$ cat config.mk
export PLATFORM = sky130hd
export DESIGN_NAME = fp16_unpack_pipe
export DESIGN_NICKNAME = d
export VERILOG_FILES = /design/src/rtl/fp16_pkg.sv /design/src/rtl/fp16_unpack_pipe_lzc10.sv /design/src/rtl/fp16_unpack_pipe.sv
export SDC_FILE = /design/constraint.sdc
export NUM_CORES = 1
export LEC_CHECK = 0
export ABC_AREA = 1
export BUFFER_PORTS_ARGS = -buffer_cell sky130_fd_sc_hd__buf_2
export CAP_MARGIN = 10
export CORE_UTILIZATION = 35
export DETAILED_ROUTE_END_ITERATION = 16
export MAX_ROUTING_LAYER = met4
export PLACE_DENSITY_LB_ADDON = 0.12
export SLEW_MARGIN = 20
export SYNTH_ARGS = -nofsm -noshare
export SYNTH_HDL_FRONTEND = slang
export SYNTH_SLANG_ARGS = --single-unit
$ cat constraint.sdc
create_clock -name clk -period 3.5 [get_ports clk]
set_input_delay 0 -clock clk [delete_from_list [all_inputs] [get_ports clk]]
set_output_delay 0 -clock clk [all_outputs]
set_load 0.02 [all_outputs]
$ cat src/rtl/fp16_pkg.sv
// Shared half-precision types, constants and classification helper.
package fp16_pkg;

    localparam int FP16_BIAS    = 15;
    localparam int FP16_EXP_MAX = 31;
    localparam int FP16_FRAC_W  = 10;

    // One-hot class encoding; bit positions are part of the external interface.
    typedef enum logic [5:0] {
        ClsZero = 6'b000001,
        ClsSub  = 6'b000010,
        ClsNorm = 6'b000100,
        ClsInf  = 6'b001000,
        ClsQnan = 6'b010000,
        ClsSnan = 6'b100000
    } fp16_class_e;

    typedef struct packed {
        logic                   sign;
        logic [4:0]             exp;
        logic [FP16_FRAC_W-1:0] frac;
    } fp16_t;

    // Classify a packed word from its exponent and fraction fields.
    function automatic fp16_class_e fp16_classify(input fp16_t w);
        fp16_class_e cls;
        if (w.exp == 5'd0) begin
            cls = (w.frac == '0) ? ClsZero : ClsSub;
        end else if (w.exp == 5'(FP16_EXP_MAX)) begin
            if (w.frac == '0) begin
                cls = ClsInf;
            end else if (w.frac[FP16_FRAC_W-1]) begin
                cls = ClsQnan;
            end else begin
                cls = ClsSnan;
            end
        end else begin
            cls = ClsNorm;
        end
        return cls;
    endfunction

endpackage

$ cat src/rtl/fp16_unpack_pipe_lzc10.sv
// 10-bit leading-zero counter; returns 10 for an all-zero input.
module fp16_lzc10 (
    input  logic [9:0] i_data,
    output logic [3:0] o_count
);

    // Scan upward so the highest set bit wins.
    always_comb begin
        o_count = 4'd10;
        for (int i = 0; i < 10; i++) begin
            if (i_data[i]) begin
                o_count = 4'(9 - i);
            end
        end
    end

endmodule

$ cat src/rtl/fp16_unpack_pipe.sv
// Two-stage valid/ready decoder from packed half-precision to sign/exp/mant/class.
module fp16_unpack_pipe
    import fp16_pkg::*;
#(
    parameter int          BIAS  = FP16_BIAS,
    parameter int unsigned EXP_W = 7
) (
    input  logic                    clk,
    input  logic                    reset_n,
    input  logic                    flush,
    input  logic                    in_valid,
    output logic                    in_ready,
    input  logic [15:0]             in_data,
    output logic                    out_valid,
    input  logic                    out_ready,
    output logic                    out_sign,
    output logic signed [EXP_W-1:0] out_exp,
    output logic [10:0]             out_mant,
    output logic [5:0]              out_class
);

    localparam logic signed [EXP_W-1:0] BiasS   = EXP_W'(BIAS);
    localparam logic signed [EXP_W-1:0] SubBase = EXP_W'(1 - BIAS);
    localparam logic signed [EXP_W-1:0] OneS    = EXP_W'(1);

    fp16_t w_in;
    assign w_in = in_data;

    // Stage 1 state: raw fields plus class.
    logic        r_s1_valid;
    logic        r_s1_sign;
    logic [4:0]  r_s1_exp;
    logic [9:0]  r_s1_frac;
    logic [5:0]  r_s1_class;

    // Stage 2 state: drives the outputs directly.
    logic                    r_s2_valid;
    logic                    r_s2_sign;
    logic signed [EXP_W-1:0] r_s2_exp;
    logic [10:0]             r_s2_mant;
    logic [5:0]              r_s2_class;

    logic w_s1_rdy;
    logic w_s2_rdy;
    logic w_s1_take;
    logic w_s2_take;

    assign w_s2_rdy  = ~r_s2_valid | out_ready;
    assign w_s1_rdy  = ~r_s1_valid | w_s2_rdy;
    assign in_ready  = w_s1_rdy & ~flush;
    assign w_s1_take = in_valid & in_ready;
    assign w_s2_take = r_s1_valid & w_s2_rdy & ~flush;

    // Stage 1 register: capture fields and class on input transfer.
    always_ff @(posedge clk or negedge reset_n) begin
        if (!reset_n) begin
            r_s1_valid <= 1'b0;
            r_s1_sign  <= 1'b0;
            r_s1_exp   <= '0;
            r_s1_frac  <= '0;
            r_s1_class <= '0;
        end else begin
            if (flush) begin
                r_s1_valid <= 1'b0;
            end else if (w_s1_rdy) begin
                r_s1_valid <= in_valid;
            end
            if (w_s1_take) begin
                r_s1_sign  <= w_in.sign;
                r_s1_exp   <= w_in.exp;
                r_s1_frac  <= w_in.frac;
                r_s1_class <= fp16_classify(w_in);
            end
        end
    end

    logic [3:0]              w_lzc;
    logic signed [EXP_W-1:0] w_lzc_ext;
    logic signed [EXP_W-1:0] w_e_ext;
    logic signed [EXP_W-1:0] w_exp;
    logic [10:0]             w_mant;

    fp16_lzc10 u_lzc (
        .i_data  (r_s1_frac),
        .o_count (w_lzc)
    );

    assign w_lzc_ext = {{(EXP_W - 4){1'b0}}, w_lzc};
    assign w_e_ext   = {{(EXP_W - 5){1'b0}}, r_s1_exp};

    // Stage 2 datapath: unbias exponent and normalize significand per class.
    always_comb begin
        // Normal, inf and NaN share this path; E=31 yields 31-BIAS.
        w_exp  = w_e_ext - BiasS;
        w_mant = {1'b1, r_s1_frac};
        unique case (r_s1_class)
            ClsZero: begin
                w_exp  = '0;
                w_mant = '0;
            end
            ClsSub: begin
                w_exp  = SubBase - (w_lzc_ext + OneS);
                w_mant = {r_s1_frac, 1'b0} << w_lzc;
            end
            default: begin
            end
        endcase
    end

    // Stage 2 register: results held while the consumer stalls.
    always_ff @(posedge clk or negedge reset_n) begin
        if (!reset_n) begin
            r_s2_valid <= 1'b0;
            r_s2_sign  <= 1'b0;
            r_s2_exp   <= '0;
            r_s2_mant  <= '0;
            r_s2_class <= '0;
        end else begin
            if (flush) begin
                r_s2_valid <= 1'b0;
            end else if (w_s2_rdy) begin
                r_s2_valid <= r_s1_valid;
            end
            if (w_s2_take) begin
                r_s2_sign  <= r_s1_sign;
                r_s2_exp   <= w_exp;
                r_s2_mant  <= w_mant;
                r_s2_class <= r_s1_class;
            end
        end
    end

    assign out_valid = r_s2_valid;
    assign out_sign  = r_s2_sign;
    assign out_exp   = r_s2_exp;
    assign out_mant  = r_s2_mant;
    assign out_class = r_s2_class;

endmodule

==> impl_metrics.py <==
metrics = {
    "synthesis": {
        "yosysMostFrequentCell": "nand2_1",
        "ys_ff_latch": 49,
        "syn-num-nets": 368,
        "netlist_area_mm2": 0.002582,
        "synth_flop_cell": "dfrtp_1",
        "synth-edff-count": 0,
        "ys_async_sr_fraction_pct": 100.0,
        "synth.distinct_cells": 31,
        "synth_top_area_cell": "dfrtp_1",
        "yosysWarnings": 0,
        "synth.area.top_cells": "dfrtp_1 47%, nand2_1 10%, inv_1 7.6%, o21ai_0 6.4%, nand3_1 5.8%",
        "synthCells": 345,
        "yosysTopAreaCellShare_pct": 47.48,
        "synthTopCellsByCount": "72 x nand2_1, 52 x inv_1, 49 x dfrtp_1",
        "avgSynthCellArea_um2": 7.485,
        "ys_seq_area_share_pct": 47.48,
    },
    "setup_path": {
        "worst_setup_path_end_kind": "register",
        "critPathMaxFanout": 12,
        "worstPathRequired_ns": 3.74,
        "arrival_ns": 2.38,
        "critPathSlowestCell": "dfrtp_1",
        "worst-path-stages": 11,
        "critPathLaunchType": "register",
        "critPathMaxStageDelay_ns": 0.43,
        "worst-path-buf-inv": 1,
        "critPathTopFamily": "compound AO/OA/AOI/OAI gates",
        "path_cells": "o21ai_0 -> nand3_1 -> nand2_1 -> nand2_2 -> inv_1 -> ha_1 -> xor2_1 -> o21ai_1 -> nor2_1 -> a21oi_1 -> o21ai_1",
        "cp_common_cell": "o21ai_1",
        "worstSetupPathType": "reg -> reg",
        "reg2regPathDepth": 11,
    },
    "timing": {
        "rsz0062_at_grt": "no",
        "clock.fmax_ghz": 0.4663,
        "finalHoldViolations": 0,
        "slew_headroom_pct": 54.93,
        "setup_viol": 0,
        "setup_tns_ns": 0,
        "hold_ws_ns": 0.2480,
        "tightest_slew_ns": 0.6754,
        "finClkSkew_ns": 0.006795,
        "min_period_over_period_pct": 61.27,
        "finalMaxSlewViolations": 0,
        "period_needed_ns": 2.144,
    },
    "route": {
        "drt-initial-drc-count": 163,
        "vias_per_cell": 4.816,
        "drtPass1Iterations": 5,
        "post_drt_wl_per_cell_um": 13.02,
        "finalWirelength_um": 6588,
        "antenna_left": 0,
        "via_count": 2437,
        "drc": 0,
    },
    "worst_hold_path": {
        "hold_path.class": "in -> async",
    },
    "power_and_ir_drop": {
        "powerDensity_mw_per_mm2": 475.0,
        "peakVddDrop_uv": 179.9,
        "leakagePower_uw": 0.001588,
        "p_total_uw": 1515,
    },
    "grt": {
        "grt_first_pass_wirelength_um": 11450,
        "grt_max_degree": 50,
        "grtUsageTotal_pct": 19.88,
        "overflow": 0,
        "grt_pass1_vias": 2465,
        "antenna_found_initial": 0,
    },
    "run": {
        "maxCapViolations": 0,
    },
    "clocking": {
        "cts_setup_buffers": 0,
        "clock-root-buffer": "clkbuf_8",
        "cts_max_level": 2,
        "insertion_delay_ns": 0.31,
        "cts_tree": "yes",
        "clock-sinks": 49,
        "cts-resized-gates": 0,
        "clkTransAtPathRegs_ns": 0.09,
        "cts_buffers": 5,
        "clockBufferDepth": 2,
    },
    "place": {
        "dpl_cell_area_mm2": 0.002900,
        "port_buffers": 47,
        "dp.cells": 479,
        "hpwl_um": 4648,
        "gp_congestion": 1.000,
    },
    "floorplanning": {
        "die_x_um": 87.90,
        "rows": 30,
        "core_mm2": 0.006944,
        "io-pin-count": 48,
        "fp.dieH_um": 87.90,
        "start_util_pct": 37.19,
        "dieArea_mm2": 0.007726,
    },
    "finish": {
        "stdcell_area_mm2": 0.003191,
        "layout-drive-gt1-share_pct": 15.37,
        "diodes": 0,
        "stdcell_count": 506,
        "nets": 433,
        "area_growth_pct": 23.55,
        "nFillCells": 710,
    },
    "outcome": {
        "status": "complete, no violations",
    },
}
-- repair_timing --
| item | 4_1_cts | 5_1_grt |
|---|---|---|
| hold buffers | 20 | 0 |
| setup endpoints to repair | 0 | 0 |
| hold endpoints to repair | 69 | 0 |
-- flip-flops by register name, summed over array words and instances (netlist names) --
signal and flops:
out_sign 1, out_class 6, r_s1_valid 1, out_mant 11
r_s1_exp 5, out_valid 1, r_s1_frac 10, r_s1_sign 1
r_s1_class 6, out_exp 7
-- worst register-to-register path, delay by kind of cell (launching register included) --
kind	cells	cell delay [ns]
XOR/XNOR	1	0.25
AND/OR/NAND/NOR	4	0.37
AO/OA/AOI/OAI	4	0.48
buffers and inverters	1	0.32
adder cells (fa/ha/maj)	1	0.23
flip-flops	1	0.43
-- metal layers --
| layer | vias up | share of wire (%) | track usage (%) |
|---|---|---|---|
| li1 | 1232 | - | - |
| met1 | 1111 | 47 | 25.43 |
| met2 | 77 | 46 | 31.08 |
| met3 | 17 | 4.7 | 3.393 |
| met4 | 0 | 2.3 | 8.346 |
| met5 | - | 0 | - |
-- cells by family after synthesis --
logic type	synth area share, %
simple gates	26.70
compound gates	14.15
buf+inv	9.690
flops	47.48
xor+xnor	1.018
fa+ha+maj	0.9688
-- per-stage QoR --
stage               util, %  worst slack [ns]
floorplan                 -             1.621
global placement      41.73             1.419
detailed placement    41.77             1.389
CTS                   45.95             1.361
global route          45.95             1.075
finish                45.95             1.356
-- path summary, 6_finish.rpt --
check | startpoint | slack [ns] | endpoint
max reg2reg | r_s1_frac[0]$_DFFE_PN0P_ | 1.36 | out_exp[4]$_DFFE_PN0P_
min reg2reg | out_mant[1]$_DFFE_PN0P_ | 0.49 | out_mant[1]$_DFFE_PN0P_
max in group asynchronous | reset_n | 2.83 | out_class[5]$_DFFE_PN0P_
max | r_s1_frac[0]$_DFFE_PN0P_ | 1.36 | out_exp[4]$_DFFE_PN0P_
min | reset_n | 0.25 | out_mant[5]$_DFFE_PN0P_
min in group clk | in_valid | 0.30 | r_s1_exp[3]$_DFFE_PN0P_
-- layout make-up --
cell class              instances  area [um^2]  share of cell area, %
clock buffers                   6        82.58                  2.588
clock inverters                 1        7.507                 0.2353
inverters                      52        195.2                  6.118
multi-input cells             233         1106                  34.67
flip-flops and latches         49         1226                  38.43
well taps                      96        120.1                  3.765
repair buffers                 69        452.9                  14.20
-- power breakdown --
part           switching [uW]  internal (uW)  total, uW
logic                     308            165        473
registers                47.8            645        692
clock network             193            157        350
-- placed cells by master, fill, tap and decap left out --
cell           synthesis  routed
inv_1                 52      52
dlygate4sd3_1          0      20
nor3_1                 4       4
o211ai_1               1       1
a211oi_1               1       1
o21ai_1                3       3
clkinvlp_4             0       1
ha_1                   2       2
a31oi_1                2       2
nor2_2                 1       1
o221ai_1               1       1
nand4_1                4       4
buf_2                  2      46
nand2_2                2       2
and2_0                 1       1
nand2_4                2       2
o31ai_1                1       1
dfrtp_1               49      49
nor2_1                40      40
nand3_1               30      30
xor2_1                 3       3
o32ai_1                1       1
clkbuf_8               0       6
nand3b_1               1       1
o21ai_0               33      33
nor4_1                 1       1
buf_4                  1       3
o21a_1                 1       1
nand2_1               72      72
a21oi_1               20      20
or2_2                  2       2
o22ai_1                4       4
Note: power is estimated with default switching activity, not from simulation.
